**src/rtl/xt_keyboard_irq_sequencer.sv**
```systemverilog
// Buffers PS/2 set-1 bytes and hands them to the XT/Tandy side one at a time as IRQ1 pulses with a guaranteed low gap.
// Optional: define OVERRUN_CODE_EN to insert an 8'hFF overrun code into the stream after a dropped byte.
module xt_keyboard_irq_sequencer #(
    parameter int DEPTH      = 16,
    parameter int GAP_CYCLES = 4
) (
    input  logic                     clock,
    input  logic                     reset,
    input  logic [7:0]               rx_data,
    input  logic                     rx_valid,
    input  logic                     clear_keycode,
    output logic [7:0]               scancode,
    output logic                     keybord_irq,
    output logic [$clog2(DEPTH):0]   fifo_count,
    output logic                     overflow
);
    localparam int AW = $clog2(DEPTH);
    localparam int GW = $clog2(GAP_CYCLES + 1);

    typedef enum logic [1:0] {S_IDLE, S_ASSERT, S_GAP} state_t;

    state_t        state, state_nxt;
    logic [7:0]    mem [DEPTH];
    logic [AW-1:0] rd_ptr, wr_ptr;
    logic [GW-1:0] gap_cnt;
    logic          clr_q, clr_rise;
    logic          empty, full, space;
    logic          pop, gap_load, wr_en;
    logic [7:0]    wr_data;

    assign clr_rise = clear_keycode & ~clr_q;
    assign empty    = (fifo_count == '0);
    assign full     = (fifo_count == (AW+1)'(DEPTH));
    // A pop in the same cycle frees a slot, so a write into a full FIFO still lands.
    assign space    = ~full | pop;

`ifdef OVERRUN_CODE_EN
    logic pending_overrun;

    assign wr_en   = pending_overrun ? space : (rx_valid & space);
    assign wr_data = pending_overrun ? 8'hFF : rx_data;

    always_ff @(posedge clock) begin
        if (reset)
            pending_overrun <= 1'b0;
        else if (pending_overrun & space)
            pending_overrun <= 1'b0;
        else if (rx_valid & ~space)
            pending_overrun <= 1'b1;
    end
`else
    assign wr_en   = rx_valid & space;
    assign wr_data = rx_data;
`endif

    // FIFO storage carries no reset; occupancy is tracked by the pointers and count.
    always_ff @(posedge clock) begin
        if (wr_en)
            mem[wr_ptr] <= wr_data;
    end

    always_ff @(posedge clock) begin
        if (reset) begin
            rd_ptr     <= '0;
            wr_ptr     <= '0;
            fifo_count <= '0;
            overflow   <= 1'b0;
        end else begin
            if (wr_en)
                wr_ptr <= wr_ptr + AW'(1);
            if (pop)
                rd_ptr <= rd_ptr + AW'(1);
            case ({wr_en, pop})
                2'b10:   fifo_count <= fifo_count + (AW+1)'(1);
                2'b01:   fifo_count <= fifo_count - (AW+1)'(1);
                default: fifo_count <= fifo_count;
            endcase
            if (rx_valid & ~space)
                overflow <= 1'b1;
        end
    end

    // State register; scancode and IRQ are registered so they move on the same edge as the state.
    always_ff @(posedge clock) begin
        if (reset) begin
            state       <= S_IDLE;
            gap_cnt     <= '0;
            clr_q       <= 1'b0;
            scancode    <= 8'h00;
            keybord_irq <= 1'b0;
        end else begin
            state       <= state_nxt;
            clr_q       <= clear_keycode;
            keybord_irq <= (state_nxt == S_ASSERT);
            if (pop)
                scancode <= mem[rd_ptr];
            if (gap_load)
                gap_cnt <= GW'(GAP_CYCLES - 1);
            else if (state == S_GAP && gap_cnt != '0)
                gap_cnt <= gap_cnt - GW'(1);
        end
    end

    always_comb begin
        state_nxt = state;
        case (state)
            S_IDLE:   if (!empty)          state_nxt = S_ASSERT;
            S_ASSERT: if (clr_rise)        state_nxt = S_GAP;
            S_GAP:    if (gap_cnt == '0)   state_nxt = S_IDLE;
            default:                       state_nxt = S_IDLE;
        endcase
    end

    always_comb begin
        pop      = (state == S_IDLE) && !empty;
        gap_load = (state == S_ASSERT) && clr_rise;
    end
endmodule

```
**config.mk**
```make
export PLATFORM = sky130hd
export DESIGN_NAME = xt_keyboard_irq_sequencer
export DESIGN_NICKNAME = d
export VERILOG_FILES = /design/src/rtl/xt_keyboard_irq_sequencer.sv
export SDC_FILE = /design/constraint.sdc
export NUM_CORES = 1
export LEC_CHECK = 0
export CAP_MARGIN = 20
export CORE_MARGIN = 4
export CORE_UTILIZATION = 57
export DETAILED_ROUTE_END_ITERATION = 10
export DONT_BUFFER_PORTS = 1
export HOLD_SLACK_MARGIN = 0.08
export MAX_ROUTING_LAYER = met4
export PLACE_DENSITY_LB_ADDON = 0.1
export SLEW_MARGIN = 25
export SYNTH_ARGS = -nofsm -noshare
export SYNTH_HDL_FRONTEND = slang
export SYNTH_SLANG_ARGS = --single-unit
```
**constraint.sdc**
```tcl
create_clock -name clock -period 2.31 [get_ports clock]
set_input_delay 0.462 -clock clock [delete_from_list [all_inputs] [get_ports clock]]
set_output_delay 0.462 -clock clock [all_outputs]
set_load 0.03 [all_outputs]
```
# == Yosys cells after proc, flatten, opt, wreduce, memory -nomap -nowiden ==
# Memories as Yosys holds them, arrays and structs flattened. A register that Yosys moved wholly into a read port is not among the register bits.
# Cells that the tools add are included.
# totals
latch_bits,0
output_inout_bits,15
mem_bits_rw,128
in_bits,12
wordCells,48
mem_count,1
rom_bits,0
reg_bits,21
# mem_list
name,depth,width,read_ports,rd_clocked_by_memory_dff,wr,line,rtl
mem,16,8,1,1,1,23,logic [7:0] mem [DEPTH];
# classes
eq_ne,6
n_mux,9
shifts,0
n_addsub,5
n_div,0
n_reduce_logical,11
magnitude_cmp,0
n_bitwise,7
mul,0
# ops
op,n
$mux W2,5
$pmux W5 S2,1
$add A4 B1 Y4 const B,2
$eq A2 B1 Y1 const B,3
$pmux W2 S3,1
$add A5 B1 Y5 const B,1
$eq A5 B5 Y1 const B,1
$logic_not A5 Y1,1
$sub A5 B1 Y5 const B,1
$eq A2 B2 Y1 const B,2
$reduce_bool A2 Y1,2
$and A1 B1 Y1,3
$logic_and A1 B1 Y1,3
$logic_not A3 Y1,1
$not A1 Y1,3
$reduce_bool A3 Y1,1
$sub A3 B1 Y3 const B,1
$logic_not A2 Y1,1
$mux W1,2
$reduce_or A2 Y1,1
$logic_not A1 Y1,1
$or A1 B1 Y1,1

# == Depth between registers and ports, before layout ==
# Gate-level depths: netlist of run 1.
# depth
word_depth,7
depth_mapped,11
ltp_nobuf,10

# == Worst setup path before layout of run 1 ==
# Ideal clock, no wire load.
# synth_timing
kind,reg2reg
startpoint,reg fifo_count[0]
endpoint,reg fifo_count[4]
path_stages_with_launch,11
setup_time_ns,0.077
t_arrival_ns,2.471
required_ns,2.233
path_slack_ns,-0.238
cell_sequence,dfxtp_1 > nor4_4 > a21oi_2 > nand2_2 > inv_2 > ha_1 > nor2b_1 > o21ai_0 > nand2_1 > or4_1 > a41oi_2
# synth_between
elab_chain_cells,7
elab_cells_between_ends,13
cone_classes,2 x add/sub; 3 x eq/ne; 1 x mux; 3 x bitwise; 4 x reduce/logical
# synth_lines
item,line,rtl
start: declaration,14,"output logic [$clog2(DEPTH):0] fifo_count,"
start signal: assignment,74,2'b10: fifo_count <= fifo_count + (AW+1)'(1);
start signal: assignment,75,2'b01: fifo_count <= fifo_count - (AW+1)'(1);
start signal: assignment,76,default: fifo_count <= fifo_count;
$logic_not A5 Y1,32,assign empty = (fifo_count == '0);
$logic_not A1 Y1,115,pop = (state == S_IDLE) && !empty;
$logic_and A1 B1 Y1,115,
$or A1 B1 Y1,35,assign space = ~full | pop;
$and A1 B1 Y1,52,assign wr_en = rx_valid & space;
$eq A2 B1 Y1 or $eq A2 B2 Y1 (tied branches),73,"case ({wr_en, pop})"
$pmux W5 S2 or $reduce_bool A2 Y1 (tied branches),n/a,
# Several ways; a longest one is shown, not always the timed one.
# A chain may end at the register's enable or synchronous reset.

# == Worst setup path after layout of run 1 ==
# layout_timing
startpoint,reg fifo_count[2]
endpoint,reg fifo_count[4]
# Same word-level chain as after synthesis.

==> metrics.yaml, run 1 <==
status: "completed"
synth_area_um2: 6300
grtUsageTotal_pct: 22.2
die_w_um: 113
place_ws_ns: 0.00921
insertion_delay_ns: 0.53
numCtsBuffers: 17
cp_data_arrival_time_ns: 2.69
dr_wl_met2_mm: 6.36
worst_slack_ns: 0.0663
num_rows: 38
core_area_um2: 10800
p_per_area_nw_per_um2: 1110
cts_htree_levels: 4
end_kind: "flip-flop"
drt_first_pass_iters: 4
p_sw_share_pct: 29.1
power_frac_clock_pct: 34.7
wl_per_cell_um: 21.7
drc: 0
dieArea_um2: 12800
critPathBufInv: 1
cp_slowest_cell: "or4_4"
drive_above_1_share_pct: 22.1
crit_required_ns: 2.76
fin_util_pct: 68.3
dr_wl_met3_um: 820
final_hold_viol_count: 0
cp_top_family: "simple AND/OR/NAND/NOR gates"
min_period_ns: 2.24
crit_fanout: 4
hpwlAfterDp_mm: 7.76
ys_seq_elements: 157
seq_area_frac_synth_pct: 70.2
worst_slew_pin_slew_ns: 0.709
path_clk_slew_ns: 0.06
irDropWorstVdd_mv: 0.788
startpoint_type: "flip-flop"
combPwrFrac_pct: 22.6
critPathMaxStageDelay_ns: 0.42
cp_common_cell: "nand2_2"
drt_iter0_markers: 346
clock_sinks: 157
relSlewSlack_pct: 52.6
synthToLayoutAreaGrowth_pct: 17.6
p_sw_uw: 2380
mostFrequentLayoutCell: "edfxtp_1"
crit_path_cell_trace: "nor4_4 -> a21oi_2 -> nand2_2 -> inv_4 -> ha_4 -> nor2b_4 -> o21ai_2 -> nand2_2 -> or4_4 -> a41oi_2"
vias_per_cell: 5.84
layout_common_cells: "edfxtp_1 (128), nor2_1 (49), mux2i_1 (35)"
antenna_found_initial: 1
netlist_instances: 399
yosys_warnings: 0
grt_pass1_wl_mm: 20.0
clock-skew-final_ns: 0.0113
nNetsFinal: 462
cts_max_path_buffers: 2
synth.avg_cell_area_um2: 15.8
fmax_mhz: 446
hold_path.class: "input pin to flip-flop"
gp_congestion: 0.838
place.port_buffers: 0
cts_tree: "done"
die_height_um: 113
vias: 3461
intPower_uw: 5810
start_util_pct: 58.1
overflow: 0
crit_type: "flip-flop to flip-flop"
drt_wl_total_mm: 12.9
p_seq_share_pct: 42.7
fin_crit_sh_pct: 97.1
root_buffer: "clkbuf_8"
grt_start_max_net_pins: 51
setup_viol: 0
p_leak_uw: 0.00243
ys_types: 42
drtAntennaViolNets: 0
drt-met1-wl_mm: 5.44
routed.top_layer: "met4"
synth.net_count: 422
ios: 27
cap_violations: 0
grt_pass1_vias: 3557
fin_setup_tns_ns: 0
totalPowerFinal_uw: 8190
finalMaxSlewViolations: 0
-- cells in the mapped netlist, drive strengths merged --
cell type | count | area (µm²)
edfxtp | 128 | 3840
nor2 | 49 | 184
mux2i | 35 | 350
dfxtp | 29 | 581
mux4 | 16 | 360
o22ai | 16 | 100
nand2 | 13 | 51.3
buf | 11 | 58.8
inv | 11 | 41.3
clkbuf | 10 | 37.5
ha | 10 | 125
a22oi | 8 | 60.1
a311oi | 8 | 70.1
a21oi | 7 | 38.8
nor2b | 6 | 37.5
xnor2 | 6 | 52.6
nor3 | 5 | 25.0
xor2 | 5 | 43.8
nand2b | 4 | 25.0
nand4 | 3 | 18.8
a31oi | 2 | 33.8
nand3 | 2 | 10.0
o21ai | 2 | 10.0
or2 | 2 | 15.0
a211oi | 1 | 12.5
a21o | 1 | 7.51
a311o | 1 | 10.0
a41oi | 1 | 16.3
and2b | 1 | 8.76
fa | 1 | 20.0
nand3b | 1 | 7.51
nor3b | 1 | 7.51
nor4 | 1 | 21.3
or3 | 1 | 6.26
or4 | 1 | 7.51
-- through the flow --
step / cells / hold slack [ns] / instance area, µm²
after global routing: 593 / 0.123 / 7410
after detailed placement: 546 / 0.524 / 6630
after global placement: 546 / 0.523 / 6630
after floorplan: 399 / 0.527 / 6320
after CTS: 588 / 0.118 / 7360
final: 593 / 0.149 / 7410
-- routing by layer --
layer  GRT usage, %  up-vias
met2           33.4      114
li1               -     1607
met1           28.5     1722
met3           6.95       18
met5              -        -
met4           8.49        0
-- registers in the layout (all words and copies together) (netlist names) --
name,cells
mem,128
state,2
keybord_irq,1
gap_cnt,3
rd_ptr,4
clr_q,1
scancode,8
overflow,1
wr_ptr,4
fifo_count,5
-- cells by family (layout without fill, tap and decap cells) --
kind of cell / after synthesis / after routing / share of synthesized area (%)
compound gates: 47 / 47 / 5.70
xor+xnor: 11 / 11 / 1.53
fa+ha+maj: 11 / 11 / 2.30
buf+inv: 32 / 85 / 2.19
flops: 157 / 157 / 70.2
mux: 51 / 51 / 11.3
other cells: 0 / 1 / 0
simple gates: 90 / 90 / 6.75
-- worst reg2reg max path, stage by stage, from the launching register on --
cell and delay (ns):
dfxtp_2 0.33, nor4_4 0.34, a21oi_2 0.12, nand2_2 0.11, inv_4 0.06, ha_4 0.24
nor2b_4 0.12, o21ai_2 0.21, nand2_2 0.09, or4_4 0.42, a41oi_2 0.13
-- final timing paths --
kind / startpoint / endpoint / slack, ns / cells past startpoint
min: rx_valid / fifo_count[4]$_SDFFE_PP0P_ / 0.15 / 2
min reg2reg: gap_cnt[0]$_SDFFE_PP0P_ / gap_cnt[0]$_SDFFE_PP0P_ / 0.58 / 2
max: fifo_count[2]$_SDFFE_PP0P_ / fifo_count[4]$_SDFFE_PP0P_ / 0.07 / 10
max reg2reg: fifo_count[2]$_SDFFE_PP0P_ / fifo_count[4]$_SDFFE_PP0P_ / 0.07 / 10
-- power by group through the flow --
| stage | sequential [µW] | clock, µW | combinational, µW |
|---|---|---|---|
| after CTS | 3500 | 2890 | 1790 |
| after detailed placement | 3560 | 0 | 1720 |
| final | 3500 | 2840 | 1860 |
| after floorplan | 3580 | 0 | 1230 |
| after global placement | 3550 | 0 | 1680 |
| after global routing | 3520 | 3030 | 2030 |
-- layout make-up --
cell class,count,area [µm²]
Tap cell,140,175
Sequential cell,157,4430
Antenna cell,1,2.50
Timing Repair Buffer,42,375
Clock inverter,15,195
Inverter,11,43.8
Clock buffer,17,414
Multi-Input combinational cell,210,1770
Fill cell,744,3430
-- repair_timing --
| action | 4_1_cts | 5_1_grt |
|---|---|---|
| endpoints found under the hold margin | 157 | 0 |
| resized for setup | 1 | 6 |
| buffers inserted | 0 | 4 |
| setup endpoints to repair | 1 | 1 |
| pin swaps | 1 | 7 |
| hold buffers | 10 | 0 |
Power figures use the tool's default switching activity.
==> run 2, diff against run 1 <==
--- a/config.mk
+++ b/config.mk
@@ -6,8 +6,9 @@
 export NUM_CORES = 1
 export LEC_CHECK = 0
 export CAP_MARGIN = 20
-export CORE_MARGIN = 4
-export CORE_UTILIZATION = 57
+export CORE_MARGIN = 3
+export CORE_UTILIZATION = 59
+export CTS_BUF_LIST = sky130_fd_sc_hd__clkbuf_8
 export DETAILED_ROUTE_END_ITERATION = 10
 export DONT_BUFFER_PORTS = 1
 export HOLD_SLACK_MARGIN = 0.08
==> run 2 against run 1 <==
  * Count of clock-buffer cells in the layout unchanged
  * Clock power decreased by 30%
  * Core utilization rose by 1.2 points
  * Register-to-register slack improved by 0.03 ns
  * Total power shrank 11%
  * Critical path depth unchanged
  * Largest cell class unchanged
  * Highest routed layer unchanged
  * Wire length is 3.9% higher
  * Final area decreased by 2.6%
  * Worst setup slack gained 0.025 ns
==> metrics.yaml, run 2 (synthesis results as in run 1) <==
grt_pass1_vias: 3421  # was 3557
fin_util_pct: 69.6  # was 68.3%
gp_congestion: 0.830  # was 0.838
diodes: 0  # was 1
dp_cells: 541  # was 546
wl_per_cell_um: 22.7  # was 21.7 µm
p_leak_uw: 0.00236  # was 0.00243 µW
crit_required_ns: 2.69  # was 2.76 ns
clock_sinks: 157  # unchanged
hold_path.class: "input pin to flip-flop"  # unchanged
synthToLayoutAreaGrowth_pct: 14.5  # was 17.6%
dieArea_um2: 12000  # was 12800 µm²
drt_wl_total_mm: 13.4  # was 12.9 mm
drc: 0  # unchanged
relSlewSlack_pct: 56.8  # was 52.6%
numCtsBuffers: 17  # unchanged
overflow: 0  # unchanged
fmax_mhz: 451  # was 446 MHz
finalMaxSlewViolations: 0  # unchanged
core_area_um2: 10400  # was 10800 µm²
antenna_found_initial: 0  # was 1
start_util_pct: 60.7  # was 58.1%
layout_common_cells: "edfxtp_1 (128), nor2_1 (49), mux2i_1 (35)"  # unchanged
cts_max_path_buffers: 2  # unchanged
drtAntennaViolNets: 0  # unchanged
totalPowerFinal_uw: 7270  # was 8190 µW
final_hold_viol_count: 0  # unchanged
end_kind: "flip-flop"  # unchanged
r2r-start: "fifo_count[2]$_SDFFE_PP0P_"  # unchanged
nFillCells: 689  # was 744
p_per_area_nw_per_um2: 1010  # was 1110 nW/µm²
setup_viol: 0  # unchanged
vias: 3464  # was 3461
nNetsFinal: 465  # was 462
mostFrequentLayoutCell: "edfxtp_1"  # unchanged
cts_htree_levels: 4  # unchanged
grt_pass1_wl_mm: 18.6  # was 20.0 mm
top_regs: "mem x128, scancode x8, fifo_count x5"  # unchanged
grtUsageTotal_pct: 22.7  # was 22.2%
worst_slew_pin_slew_ns: 0.646  # was 0.709 ns
min_period_ns: 2.22  # was 2.24 ns
drt_iter0_markers: 333  # was 346
num_rows: 37  # was 38
startpoint_type: "flip-flop"  # unchanged
clock-skew-final_ns: 0.0156  # was 0.0113 ns
ios: 27  # unchanged
insertion_delay_ns: 0.45  # was 0.53 ns
regMostFlops: "mem"  # unchanged
fin_crit_sh_pct: 96.0  # was 97.1%
worstHoldStart: "rx_data[3]"  # was rx_valid
fin_area_um2: 7210  # was 7410 µm²
crit_fanout: 4  # unchanged
die_w_um: 109  # was 113 µm
place.port_buffers: 0  # unchanged
critPathLaunch: "fifo_count[2]$_SDFFE_PP0P_"  # unchanged
cap_violations: 0  # unchanged
cts_tree: "done"  # unchanged
die_height_um: 109  # was 113 µm
hpwlAfterDp_mm: 7.89  # was 7.76 mm
drive_above_1_share_pct: 20.4  # was 22.1%
placed_cell_area_um2: 6620  # was 6630 µm²
grt_start_max_net_pins: 51  # unchanged
drt_first_pass_iters: 4  # unchanged
cp_data_arrival_time_ns: 2.60  # was 2.69 ns
final_cells: 591  # was 593
vias_per_cell: 5.86  # was 5.84
worst_hold_slack_ns: 0.108  # was 0.149 ns
largest_reg_flops: 128  # unchanged
root_buffer: "clkbuf_8"  # unchanged
path_clk_slew_ns: 0.08  # was 0.06 ns
status: "completed"  # unchanged
crit_type: "flip-flop to flip-flop"  # unchanged
irDropWorstVdd_mv: 0.782  # was 0.788 mV
run 2: changes by cell type in the layout (fill, tap and decap cells not counted), sizes merged:
cell         delta
buf             -3
diode           -1
dlygate4sd3     +6
clkinv          -1
bufinv          -1
inv             +2
run 2: worst max-delay path: stages, from the launching register on:
cell and delay [ns]:
dfxtp_2 0.34, nor4_4 0.32, a21oi_2 0.11, nand2_2 0.11, inv_4 0.06, ha_4 0.22, nor2b_2 0.15, o21ai_2 0.20
nand2_2 0.10, or4_4 0.42, a41oi_2 0.13
run 2: cell type report:
| cell class | count | area (µm²) | area share, % |
|---|---|---|---|
| clock inverters | 15 | 159 | 2.20 |
| well taps | 136 | 170 | 2.36 |
| inverters | 11 | 43.8 | 0.607 |
| clock buffers | 17 | 234 | 3.24 |
| multi-input cells | 210 | 1760 | 24.4 |
| repair buffers | 45 | 413 | 5.72 |
| flip-flops and latches | 157 | 4430 | 61.4 |
run 2: power breakdown:
part / internal, µW / switching [µW] / total (µW)
sequential: 3240 / 236 / 3480
combinational: 782 / 1010 / 1800
clock: 1040 / 952 / 2000
run 2: metrics by stage:
step / setup TNS (ns) / worst slack (ns)
6_report: 0 / 0.0916
4_1_cts: 0 / 0.00517
5_1_grt: -0.0233 / -0.0233
3_5_place_dp: 0 / 0.0198
3_3_place_gp: 0 / 0.0920
2_1_floorplan: 0 / 0.0151
run 2: final timing paths:
check             cells after the start                    endpoint  slack [ns]
setup reg to reg                     10  fifo_count[4]$_SDFFE_PP0P_        0.09
setup / recovery                     10  fifo_count[4]$_SDFFE_PP0P_        0.09
hold / removal                        0         mem[0][3]$_DFFE_PP_        0.11
hold reg to reg                       2     gap_cnt[0]$_SDFFE_PP0P_        0.58
run 2: routing by layer:
layer	up-vias	routed length, µm	global-route usage (%)
li1	1607	-	-
met1	1734	5690	30.4
met2	107	6520	34.0
met3	16	993	6.34
met4	0	181	7.84
met5	-	0	-
run 2: repair_timing:
action	CTS	global route
endpoints found under the setup margin	1	1
setup buffers	0	2
endpoints found under the hold margin	29	79
hold buffers	1	15
pin swaps	1	6
resized for setup	0	5
==> run 3, diff against run 2 <==
--- a/config.mk
+++ b/config.mk
@@ -14,6 +14,7 @@
 export HOLD_SLACK_MARGIN = 0.08
 export MAX_ROUTING_LAYER = met4
 export PLACE_DENSITY_LB_ADDON = 0.1
+export RECOVER_POWER = 100
 export SLEW_MARGIN = 25
 export SYNTH_ARGS = -nofsm -noshare
 export SYNTH_HDL_FRONTEND = slang
==> run 3 against run 2 <==
  * Total power fell by 1.1%
  * Count of clock-buffer cells in the layout did not move
  * Largest power group unchanged
  * Critical path depth did not move
  * Flip-flop and latch count did not move
  * Clock skew rose by 0.0012 ns
  * Final area fell by 1.1%
  * Sequential power barely moved
  * Worst setup slack improved by 0.0030 ns
  * Critical endpoint unchanged
  * Register-to-register slack barely moved
  * Highest routed layer unchanged
==> metrics.yaml, run 3 (synthesis results as in run 1) <==
antenna_found_initial: 0  # unchanged
p_leak_uw: 0.00232  # was 0.00236 µW
grt_pass1_vias: 3421  # unchanged
mostFrequentLayoutCell: "edfxtp_1"  # unchanged
grt_start_max_net_pins: 51  # unchanged
fmax_mhz: 451  # about the same
drt_first_pass_iters: 5  # was 4
relSlewSlack_pct: 30.6  # was 56.8%
r2r_slack_ns: 0.09  # about the same
critPathLaunch: "fifo_count[2]$_SDFFE_PP0P_"  # unchanged
nNetsFinal: 465  # unchanged
num_rows: 37  # unchanged
drc: 0  # unchanged
fin_crit_sh_pct: 95.9  # was 96.0%
clock-skew-final_ns: 0.0168  # was 0.0156 ns
cts_htree_levels: 4  # unchanged
cp_data_arrival_time_ns: 2.58  # was 2.60 ns
crit_required_ns: 2.68  # was 2.69 ns
die_height_um: 109  # unchanged
rr_worst_depth: 10  # unchanged
hold_path_depth: 0  # unchanged
die_w_um: 109  # unchanged
insertion_delay_ns: 0.45  # about the same
p_per_area_nw_per_um2: 1010  # about the same
path_clk_slew_ns: 0.08  # about the same
cts_tree: "done"  # unchanged
synthToLayoutAreaGrowth_pct: 13.2  # was 14.5%
worst_slew_pin_slew_ns: 1.04  # was 0.646 ns
grtUsageTotal_pct: 22.7  # unchanged
root_buffer: "clkbuf_8"  # unchanged
drive_above_1_share_pct: 18.5  # was 20.4%
vias: 3501  # was 3464
setup_viol: 0  # unchanged
hpwlAfterDp_mm: 7.89  # unchanged
nFillCells: 707  # was 689
regMostFlops: "mem"  # unchanged
crit_type: "flip-flop to flip-flop"  # unchanged
worstHoldStart: "rx_data[3]"  # unchanged
end_kind: "flip-flop"  # unchanged
top_regs: "mem x128, scancode x8, fifo_count x5"  # unchanged
cts_max_path_buffers: 2  # unchanged
final_hold_viol_count: 0  # unchanged
finalMaxSlewViolations: 0  # unchanged
vias_per_cell: 5.92  # was 5.86
numCtsBuffers: 17  # unchanged
layout_common_cells: "edfxtp_1 (128), nor2_1 (49), mux2i_1 (35)"  # unchanged
cap_violations: 0  # unchanged
largest_reg_flops: 128  # unchanged
irDropWorstVdd_mv: 0.781  # was 0.782 mV
worst_hold_slack_ns: 0.116  # was 0.108 ns
startpoint_type: "flip-flop"  # unchanged
gp_congestion: 0.830  # unchanged
drt_iter0_markers: 342  # was 333
grt_pass1_wl_mm: 18.6  # unchanged
wl_per_cell_um: 22.9  # was 22.7 µm
crit-reg2reg-capture: "fifo_count[4]$_SDFFE_PP0P_"  # unchanged
overflow: 0  # unchanged
hold_path.class: "input pin to flip-flop"  # unchanged
fin_area_um2: 7130  # was 7210 µm²
whs_endpoint: "mem[0][3]$_DFFE_PP_"  # unchanged
crit_fanout: 4  # unchanged
ios: 27  # unchanged
drt_wl_total_mm: 13.5  # was 13.4 mm
r2r-start: "fifo_count[2]$_SDFFE_PP0P_"  # unchanged
dieArea_um2: 12000  # unchanged
min_period_ns: 2.22  # about the same
place.port_buffers: 0  # unchanged
start_util_pct: 60.7  # unchanged
status: "completed"  # unchanged
placed_cell_area_um2: 6620  # unchanged
core_area_um2: 10400  # unchanged
drtAntennaViolNets: 0  # unchanged
diodes: 0  # unchanged
clock_sinks: 157  # unchanged
## run 3: cell types whose count changed in the layout (fill, tap and decap cells not counted), sizes merged
cell,before,now
buf,30,9
clkbuf,17,38
## run 3: worst max path at each step
stage                                  to  slack [ns]  cells past startpoint
3_3_place_gp   fifo_count[4]$_SDFFE_PP0P_        0.09                     10
6_report       fifo_count[4]$_SDFFE_PP0P_        0.09                     10
5_1_grt        fifo_count[4]$_SDFFE_PP0P_       -0.02                     10
3_5_place_dp   fifo_count[4]$_SDFFE_PP0P_        0.02                     10
4_1_cts        fifo_count[4]$_SDFFE_PP0P_       0.005                     10
2_1_floorplan  fifo_count[4]$_SDFFE_PP0P_        0.02                     10
## run 3: timing repair
action / CTS / global route
gates resized for setup: 0 / 5
endpoints found under the setup margin: 1 / 1
endpoints found under the hold margin: 29 / 79
setup buffers: 0 / 2
pin swaps: 1 / 6
hold buffers: 1 / 15
## run 3: metal layers
metal | wire, µm | GRT usage, %
met5 | 0 | -
met2 | 6630 | 34.0
met1 | 5830 | 30.4
met3 | 878 | 6.34
met4 | 183 | 7.84
## run 3: layout make-up
cell class	count	area [µm²]	share of cell area (%)
Clock buffer	17	234	3.28
Clock inverter	15	159	2.23
Sequential cell	157	4430	62.1
Timing Repair Buffer	45	353	4.95
Multi-Input combinational cell	210	1740	24.4
Tap cell	136	170	2.39
Inverter	11	43.8	0.614
## run 3: through the flow
stage	instances	util (%)	total power, µW	worst slack [ns]	TNS, ns
floorplan	399	-	4810	0.0151	0
global placement	541	63.9	5180	0.0920	0
detailed placement	541	63.9	5240	0.0198	0
CTS	574	67.8	7220	0.00517	0
global route	591	68.8	7510	-0.0207	-0.0207
finish	591	68.8	7190	0.0946	0
## run 3: critical path, cell delays in order, from the launching register on
cell     delay, ns
dfxtp_1       0.34
nor4_4        0.32
a21oi_2       0.10
nand2_2       0.11
inv_4         0.06
ha_4          0.22
nor2b_2       0.15
o21ai_2       0.20
nand2_2       0.10
or4_4         0.42
a41oi_2       0.13
## run 3: report_power, final
| part | internal [µW] | total [µW] | switching [µW] |
|---|---|---|---|
| clock network | 1050 | 2000 | 952 |
| logic | 723 | 1720 | 994 |
| registers | 3240 | 3480 | 236 |
